## src/rtl/div_job_sequencer_if.sv

```systemverilog
// Stream and divider handshake bundle for div_job_sequencer.
// master is the sequencer side; slave is the job source / divider / consumer side.
interface div_job_sequencer_if #(parameter int DATA_W = 10);
  logic              in_valid;
  logic              in_ready;
  logic [DATA_W-1:0] in_dividend;
  logic [DATA_W-1:0] in_divisor;
  logic              div_start;
  logic [DATA_W-1:0] div_a;
  logic [DATA_W-1:0] div_b;
  logic              div_busy;
  logic              div_valid;
  logic [DATA_W-1:0] div_q;
  logic              out_valid;
  logic              out_ready;
  logic [DATA_W-1:0] out_q;
  logic [1:0]        out_status;

  modport master (
    input  in_valid, in_dividend, in_divisor, div_busy, div_valid, div_q, out_ready,
    output in_ready, div_start, div_a, div_b, out_valid, out_q, out_status
  );
  modport slave (
    output in_valid, in_dividend, in_divisor, div_busy, div_valid, div_q, out_ready,
    input  in_ready, div_start, div_a, div_b, out_valid, out_q, out_status
  );
endinterface

```

## src/rtl/div_job_sequencer.sv

```systemverilog
// Buffers divide jobs in a small FIFO and runs them one at a time through the
// iterative divider, reporting quotient plus OK/DVZ/OVF/TIMEOUT status.
module div_job_sequencer #(
  parameter int DATA_W      = 10,
  parameter int FIFO_DEPTH  = 4,
  parameter int TIMEOUT_CYC = 64
) (
  input  logic                clk,
  input  logic                rst_n,
  div_job_sequencer_if.master bus
);
  localparam int AW = $clog2(FIFO_DEPTH);
  localparam int CW = AW + 1;
  localparam int TW = $clog2(TIMEOUT_CYC + 1);
  localparam logic [1:0] ST_OK = 2'b00, ST_DVZ = 2'b01, ST_OVF = 2'b10, ST_TMO = 2'b11;

  typedef struct packed {
    logic [DATA_W-1:0] dividend;
    logic [DATA_W-1:0] divisor;
  } job_t;

  typedef enum logic [2:0] {IDLE, ISSUE, WAIT_ACK, RUN, DRAIN, RESP} state_t;

  job_t          mem [FIFO_DEPTH];
  logic [AW-1:0] wr_ptr, rd_ptr;
  logic [CW-1:0] count;
  logic          full, empty, push, pop;
  job_t          head;

  assign full         = (count == CW'(FIFO_DEPTH));
  assign empty        = (count == '0);
  assign bus.in_ready = ~full;
  assign push         = bus.in_valid & ~full;
  assign head         = mem[rd_ptr];

  always_ff @(posedge clk)
    if (push) mem[wr_ptr] <= '{dividend: bus.in_dividend, divisor: bus.in_divisor};

  always_ff @(posedge clk or negedge rst_n) begin
    if (!rst_n) begin
      wr_ptr <= '0;
      rd_ptr <= '0;
      count  <= '0;
    end else begin
      if (push) wr_ptr <= wr_ptr + AW'(1);
      if (pop)  rd_ptr <= rd_ptr + AW'(1);
      case ({push, pop})
        2'b10:   count <= count + CW'(1);
        2'b01:   count <= count - CW'(1);
        default: count <= count;
      endcase
    end
  end

  state_t            state, state_d;
  logic [TW-1:0]     cnt, cnt_d;
  logic              tmo;
  logic              start_d, ov_d;
  logic [DATA_W-1:0] a_d, b_d, q_d;
  logic [1:0]        st_d;

  assign tmo = (cnt == TW'(TIMEOUT_CYC));

  // State and every visible output are registered together.
  always_ff @(posedge clk or negedge rst_n) begin
    if (!rst_n) begin
      state          <= IDLE;
      cnt            <= '0;
      bus.div_start  <= 1'b0;
      bus.div_a      <= '0;
      bus.div_b      <= '0;
      bus.out_valid  <= 1'b0;
      bus.out_q      <= '0;
      bus.out_status <= ST_OK;
    end else begin
      state          <= state_d;
      cnt            <= cnt_d;
      bus.div_start  <= start_d;
      bus.div_a      <= a_d;
      bus.div_b      <= b_d;
      bus.out_valid  <= ov_d;
      bus.out_q      <= q_d;
      bus.out_status <= st_d;
    end
  end

  always_comb begin
    state_d = state;
    case (state)
      IDLE:     if (!empty) state_d = (head.divisor == '0) ? RESP : ISSUE;
      ISSUE:    state_d = WAIT_ACK;
      WAIT_ACK: if (bus.div_busy) state_d = RUN;
                else if (tmo)     state_d = RESP;
      RUN:      if (bus.div_valid)                state_d = DRAIN;
                else if (!bus.div_busy || tmo)    state_d = RESP;
      DRAIN:    if (!bus.div_busy || tmo) state_d = RESP;
      RESP:     if (bus.out_ready) state_d = IDLE;
      default:  state_d = IDLE;
    endcase
  end

  // Counter only advances while below TIMEOUT_CYC, so it saturates there.
  always_comb begin
    pop     = 1'b0;
    start_d = 1'b0;
    cnt_d   = cnt;
    a_d     = bus.div_a;
    b_d     = bus.div_b;
    ov_d    = bus.out_valid;
    q_d     = bus.out_q;
    st_d    = bus.out_status;
    case (state)
      IDLE: if (!empty) begin
        pop = 1'b1;
        a_d = head.dividend;
        b_d = head.divisor;
        if (head.divisor == '0) begin
          q_d  = '0;
          st_d = ST_DVZ;
          ov_d = 1'b1;
        end else begin
          start_d = 1'b1;
        end
      end
      ISSUE: cnt_d = '0;
      WAIT_ACK:
        if (bus.div_busy) cnt_d = '0;
        else if (tmo) begin
          q_d  = '0;
          st_d = ST_TMO;
          ov_d = 1'b1;
        end else cnt_d = cnt + TW'(1);
      RUN:
        if (bus.div_valid) begin
          q_d   = bus.div_q;
          st_d  = ST_OK;
          cnt_d = '0;
        end else if (!bus.div_busy) begin
          q_d  = '0;
          st_d = ST_OVF;
          ov_d = 1'b1;
        end else if (tmo) begin
          q_d  = '0;
          st_d = ST_TMO;
          ov_d = 1'b1;
        end else cnt_d = cnt + TW'(1);
      // A stuck busy still releases the OK result; the next job will time out.
      DRAIN:
        if (!bus.div_busy || tmo) ov_d = 1'b1;
        else cnt_d = cnt + TW'(1);
      RESP: if (bus.out_ready) ov_d = 1'b0;
      default: ;
    endcase
  end
endmodule

```

## src/flat_wrapper.sv

```systemverilog
// flat-port wrapper written by rule: the top's interface ports become plain ports
module div_job_sequencer_flat 
#(
  parameter int DATA_W      = 10,
  parameter int FIFO_DEPTH  = 4,
  parameter int TIMEOUT_CYC = 64
)
  (clk, rst_n, bus_in_valid, bus_in_dividend, bus_in_divisor, bus_div_busy, bus_div_valid, bus_div_q, bus_out_ready, bus_in_ready, bus_div_start, bus_div_a, bus_div_b, bus_out_valid, bus_out_q, bus_out_status);
  div_job_sequencer_if #(.DATA_W(DATA_W)) bus_i ();
  input  logic clk;
  input  logic rst_n;
  input wire logic [$bits(bus_i.in_valid)-1:0] bus_in_valid;
  input wire logic [$bits(bus_i.in_dividend)-1:0] bus_in_dividend;
  input wire logic [$bits(bus_i.in_divisor)-1:0] bus_in_divisor;
  input wire logic [$bits(bus_i.div_busy)-1:0] bus_div_busy;
  input wire logic [$bits(bus_i.div_valid)-1:0] bus_div_valid;
  input wire logic [$bits(bus_i.div_q)-1:0] bus_div_q;
  input wire logic [$bits(bus_i.out_ready)-1:0] bus_out_ready;
  output wire logic [$bits(bus_i.in_ready)-1:0] bus_in_ready;
  output wire logic [$bits(bus_i.div_start)-1:0] bus_div_start;
  output wire logic [$bits(bus_i.div_a)-1:0] bus_div_a;
  output wire logic [$bits(bus_i.div_b)-1:0] bus_div_b;
  output wire logic [$bits(bus_i.out_valid)-1:0] bus_out_valid;
  output wire logic [$bits(bus_i.out_q)-1:0] bus_out_q;
  output wire logic [$bits(bus_i.out_status)-1:0] bus_out_status;
  assign bus_i.in_valid = bus_in_valid;
  assign bus_i.in_dividend = bus_in_dividend;
  assign bus_i.in_divisor = bus_in_divisor;
  assign bus_i.div_busy = bus_div_busy;
  assign bus_i.div_valid = bus_div_valid;
  assign bus_i.div_q = bus_div_q;
  assign bus_i.out_ready = bus_out_ready;
  assign bus_in_ready = bus_i.in_ready;
  assign bus_div_start = bus_i.div_start;
  assign bus_div_a = bus_i.div_a;
  assign bus_div_b = bus_i.div_b;
  assign bus_out_valid = bus_i.out_valid;
  assign bus_out_q = bus_i.out_q;
  assign bus_out_status = bus_i.out_status;
  div_job_sequencer #(.DATA_W(DATA_W), .FIFO_DEPTH(FIFO_DEPTH), .TIMEOUT_CYC(TIMEOUT_CYC)) u_core (.clk(clk), .rst_n(rst_n), .bus(bus_i));
endmodule
```

## config.mk

```make
export PLATFORM = sky130hd
export DESIGN_NAME = div_job_sequencer_flat
export DESIGN_NICKNAME = d
export VERILOG_FILES = /design/src/rtl/div_job_sequencer_if.sv /design/src/rtl/div_job_sequencer.sv /design/src/flat_wrapper.sv
export SDC_FILE = /design/constraint.sdc
export NUM_CORES = 1
export LEC_CHECK = 0
export CORE_MARGIN = 1.5
export CORE_UTILIZATION = 45
export CTS_CLUSTER_SIZE = 16
export DETAILED_ROUTE_END_ITERATION = 10
export PLACE_DENSITY = 0.78
export SLEW_MARGIN = 30
export SYNTH_ARGS = -nofsm -noshare
export SYNTH_HDL_FRONTEND = slang
export SYNTH_SLANG_ARGS = --single-unit
export TNS_END_PERCENT = 1
```

## constraint.sdc

```tcl
create_clock -name clk -period 4.2 [get_ports clk]
set_input_delay 1.05 -clock clk [delete_from_list [all_inputs] [get_ports clk]]
set_output_delay 1.05 -clock clk [all_outputs]
set_load 0.02 [all_outputs]
```

Yosys cells after proc, flatten, opt, wreduce, memory -nomap -nowiden. Memory sizes are Yosys's and may differ from the RTL's. Index checks and enable logic that the tools add are counted.

Bitwise operators: 3. $lt $le $gt $ge: 0. Add/subtract/negate cells: 5. Multiplexer cells: 45. Equality and inequality tests: 18. Reduce and logical (&&, ||, !) cells: 14. Multipliers: 0. Shifts and indexed selects: 0. Div/mod/pow operators: 0.

Operators by type and width (number): $mux W10 (6); $mux W7 (5); $pmux W10 S3 (1); $pmux W7 S4 (1); $mux W3 (7); $pmux W3 S6 (1); $mux W1 (15); $mux W2 (6); $logic_not A10 Y1 (1); $ne A2 B2 Y1 const B (5); $eq A3 B3 Y1 const B (3); $add A7 B1 Y7 const B (1); $eq A7 B7 Y1 const B (1); $reduce_and A7 Y1 (1); $eq A3 B2 Y1 const B (2); $logic_not A3 Y1 (2); $pmux W2 S3 (1); $pmux W3 S2 (1); $reduce_and A3 Y1 (2); $pmux W1 S5 (1); $reduce_bool A5 Y1 (1); $add A2 B1 Y2 const B (2); $ne A2 B1 Y1 const B (2); $reduce_and A4 Y1 (1); 15 further kinds (16).

Output and inout bits: 35. Latch bits: 0. Memories kept: 1. Bits in registers: 51. Memory bits (writable): 80. ROM bits: 0.

Memory list: u_core.mem (words 4, bits a word 20, read ports 1, clocked after Yosys merged registers in 0, write ports 1, RTL line div_job_sequencer.sv:24) `job_t mem [FIFO_DEPTH];`.

Logic depth before layout (Yosys ltp).
Depth in word-level cells: 5. Depth in mapped cells: 11. Mapped depth without buffers: 10.

Worst setup path before layout. No wires, ideal clock.

Path kind: reg2reg. From: register u_core.state[0]. To: register u_core.count[2]. Setup slack: 1.621 ns. Period minus slack after synthesis: 2.579 ns. Cell stages (with the launch flop): 12. Arrival: 2.500 ns. Library setup time: 0.079 ns. Path buffers: 3. Cells stage by stage: dfrtp_1 > clkbuf_1 > nor3_1 > nor2b_1 > clkbuf_1 > clkbuf_1 > ha_1 > inv_1 > fa_1 > xor2_1 > nor2_1 > xor2_1.

Longest elaborated chain between the ends: 4. Elaborated cells on any way between the ends: 6.

Ends and longest elaborated chain: start, declared (RTL line div_job_sequencer.sv:55) `state_t state, state_d;`; start signal, assigned (RTL line div_job_sequencer.sv:76) `state <= state_d;`; $logic_not A3 Y1 (*) (RTL line div_job_sequencer.sv:112) `case (state)`; $mux W1 (*) (RTL line div_job_sequencer.sv:112); named net u_core.pop (RTL line div_job_sequencer.sv:27) `logic full, empty, push, pop;`; $eq A2 B1 Y1 / $eq A2 B2 Y1 (equally long branches) (RTL line div_job_sequencer.sv:47) `case ({push, pop})`; $pmux W3 S2 / $reduce_bool A2 Y1 (equally long branches); end signal, assigned (RTL line div_job_sequencer.sv:48) `2'b10: count <= count + CW'(1);`; end signal, assigned (RTL line div_job_sequencer.sv:49) `2'b01: count <= count - CW'(1);`; end signal, assigned (RTL line div_job_sequencer.sv:50) `default: count <= count;`; end, declared (RTL line div_job_sequencer.sv:26) `logic [CW-1:0] count;`.

Mark *: on every way through the listed nets, which the timed path passes. The rest lies on a longest branch. A chain may end at the register's enable or synchronous reset.

Worst setup path in the final report.
From: register u_core.rd_ptr[0]. To: register u_core.bus.out_q[7].

Longest elaborated chain between the ends: 4.

Ends and longest elaborated chain: start, declared (RTL line div_job_sequencer.sv:25) `logic [AW-1:0] wr_ptr, rd_ptr;`; start signal, assigned (RTL line div_job_sequencer.sv:46) `if (pop) rd_ptr <= rd_ptr + AW'(1);`; $mem_v2 Z4 W20; $logic_not A10 Y1 (RTL line div_job_sequencer.sv:117) `if (head.divisor == '0) begin`; $ne A2 B1 Y1 (no source line); $reduce_and A4 Y1 (no source line); end signal, assigned (RTL line div_job_sequencer.sv:82) `bus.out_q <= q_d;`; end, declared (RTL line div_job_sequencer_if.sv:21) `output in_ready, div_start, div_a, div_b, out_valid, out_q, out_status`.

Every way passes these cells.

==> results.cfg <==
[clocking]
ctsLongestPathBuffers = 2
cts_made_buffers = 17
clk_pin_slew_ns = 0.06
cts.sinks = 131
cts_resized = 0
clock_latency_ns = 0.41
cts_tree = built
htree_levels = 4
root_buffer = clkbuf_16
cts_hold_buf = 0
cts_setup_buffers = 0

[synth]
synth_enable_flop_cells = 80
avgSynthCellArea_um2 = 16.4
synthFlopType = edfxtp_1
synth_nets = 377
seq_area_frac_synth_pct = 67.4
ys_types = 52
synth-async-reset-ratio_pct = 38.9
syn_inst = 333
ys_ff_latch = 131
ys_warn_count = 0
synth.cell_area_um2 = 5460

[setup_path]
critical_path_class = reg2reg
worst_ep_required_time_ns = 4.49
crit_fanout = 12
start_kind = flip-flop
crit_path_end_kind = flip-flop
worst_ep_arrival_time_ns = 3.36

[finish]
fill_cells = 922
seqCellArea_um2 = 3680
area_growth_pct = 25.6
fin_nets = 460
num_antenna_cells = 0
multiInputGateArea_um2 = 1680
drive_gt1_share_pct = 18.4
post-route-util_pct = 57.6

[floorplanning]
ios = 71
core_um2 = 11900
start_util_pct = 45.8
dieArea_um2 = 12800
die_x_um = 113
num_rows = 40
die_y_um = 113

[grt]
first_global_vias = 3360
grt.total_usage_pct = 18.1
grt_max_degree = 28
grt_pass1_wl_mm = 17.2
overflow = 0
antenna_found_initial = 0

[timing]
clock_skew_ns = 0.00644
min_period_over_period_pct = 73.1
rsz0062_at_grt = no
min_period_ns = 3.07
tns_ns = 0
tightest_slew_ns = 0.937
finalHoldViolations = 0
relSlewSlack_pct = 37.5
setup_violations = 0
clock.fmax_mhz = 326
slew_viol_final = 0

[placed_design]
gp_congestion = 0.863
dp_hpwl_mm = 6.90
numPortBuffers = 70

[route]
dr.pass1.iters = 5
drc_errors = 0
detail-route-antenna-nets = 0
wl_per_cell_um = 18.9
routed_via_density = 5.54
drtIter0Drc = 212
vias = 3191
finalWirelength_mm = 10.9

[power_and_ir_drop]
internal_power_uw = 3440
switching_share_pct = 33.2
power_frac_seq_pct = 39.7
vdd_drop_max_v = 0.000440
comb_power_share_pct = 35.5
p_leak_uw = 0.00257
power.density_nw_per_um2 = 752
pwr-share-clk_pct = 24.8
power.switching_uw = 1710

[outcome]
status = completed

[run]
maxCapViolCount = 0

[min_path]
hp-class = reg2reg
[layer usage]
metal	global-route usage, %	vias to the layer above	part of all wire (%)
met5	0	-	0
met2	30.5	122	51
met1	21.6	1587	42
met3	6.21	17	6.1
li1	-	1465	-
met4	7.00	0	1.4
[path summary, 6_finish.rpt]
path / startpoint / to / slack, ns / cells after the start
worst min register to register: u_core.bus.out_q[4] / u_core.bus.out_q[4] / 0.50 / 1
worst max register to register: u_core.rd_ptr[0] / u_core.bus.out_q[7] / 1.13 / 5
max in group asynchronous: rst_n / u_core.bus.div_a[5] / 2.78 / 2
min in group asynchronous: rst_n / u_core.cnt[5] / 0.63 / 1
worst min-delay path: u_core.bus.out_q[4] / u_core.bus.out_q[4] / 0.50 / 1
worst max-delay path: u_core.rd_ptr[0] / u_core.bus.out_q[7] / 1.13 / 5
[cell type report]
type | instances | share of cell area [%]
clock buffer | 19 | 6.32
tap | 147 | 2.68
timing repair buffer | 77 | 10.9
sequential | 131 | 53.7
clock inverter | 13 | 1.28
multi-input combinational | 177 | 24.5
inverter | 12 | 0.657
[worst max-delay path: stages (launching register included)]
cell and delay [ns]:
dfrtp_1 0.75, mux4_1 0.68, or4_4 0.58, nor4_4 0.42, a31oi_4 0.24, a22o_1 0.29
[placed cells by master, fill, tap and decap left out, types with 12 or more instances in the layout]
| cell | count |
|---|---|
| clkdlybuf4s50_1 | 69 |
| nand2_1 | 18 |
| edfxtp_1 | 80 |
| clkbuf_16 | 17 |
| mux4_2 | 13 |
| mux2_2 | 22 |
| dfrtp_1 | 51 |
| inv_1 | 12 |
| a22o_1 | 16 |
[cell usage after synthesis, types with 2 or more instances]
cell type	count	area share (%)
nor3_1	3	0.28
or4_4	2	0.41
nand3_1	7	0.64
dfrtp_1	51	23
xnor2_1	3	0.48
a22o_1	16	2.6
xor2_1	3	0.48
or3_1	2	0.23
and3_1	7	0.80
nor2_1	8	0.55
mux4_2	13	5.4
nand2_1	18	1.2
mux4_1	7	3.4
nor4_1	2	0.23
o21ai_0	8	0.73
edfxtp_1	80	44
mux2_2	22	4.5
a21oi_1	8	0.73
nand2b_1	6	0.69
a22oi_1	2	0.28
mux2i_1	3	0.55
clkbuf_1	11	0.76
ha_1	7	1.6
inv_1	12	0.83
nor2b_1	5	0.57
[power by group through the flow]
stage	Sequential [uW]	Combinational [uW]	Clock, uW
5_1_grt	2090	1970	1360
4_1_cts	2050	1850	1300
6_report	2050	1830	1280
3_5_place_dp	2070	1830	0
3_3_place_gp	2050	1780	0
2_1_floorplan	2110	1100	0
[state kept, by name, indices dropped and copies added (netlist names)]
name and cells:
u_core.state 3, u_core.rd_ptr 2, u_core.bus.out_q 10, u_core.bus.div_start 1
u_core.count 3, u_core.bus.div_b 10, u_core.bus.div_a 10, u_core.bus.out_valid 1
u_core.wr_ptr 2, u_core.bus.out_status 2, u_core.cnt 7, u_core.mem 80
[metrics by stage]
| stage | setup WS [ns] | instances | total power, uW | hold slack, ns | cell area (um2) |
|---|---|---|---|---|---|
| after floorplan | 1.62 | 333 | 3210 | 0.464 | 5460 |
| after global placement | 1.21 | 544 | 3830 | 0.488 | 6330 |
| after detailed placement | 1.15 | 544 | 3890 | 0.490 | 6330 |
| after CTS | 1.11 | 576 | 5210 | 0.498 | 6860 |
| after global routing | 1.02 | 576 | 5410 | 0.523 | 6860 |
| final | 1.13 | 576 | 5160 | 0.502 | 6860 |
[cells by family after synthesis]
family / after synthesis / share of synthesized area (%)
flip-flops: 131 / 67.4
AND/OR/NAND/NOR: 66 / 6.70
AO/OA/AOI/OAI: 51 / 7.09
multiplexers: 45 / 13.8
buffers and inverters: 25 / 1.86
adder cells (fa/ha/maj): 9 / 2.16
XOR/XNOR: 6 / 0.963
(Power assumes the default switching activity.)
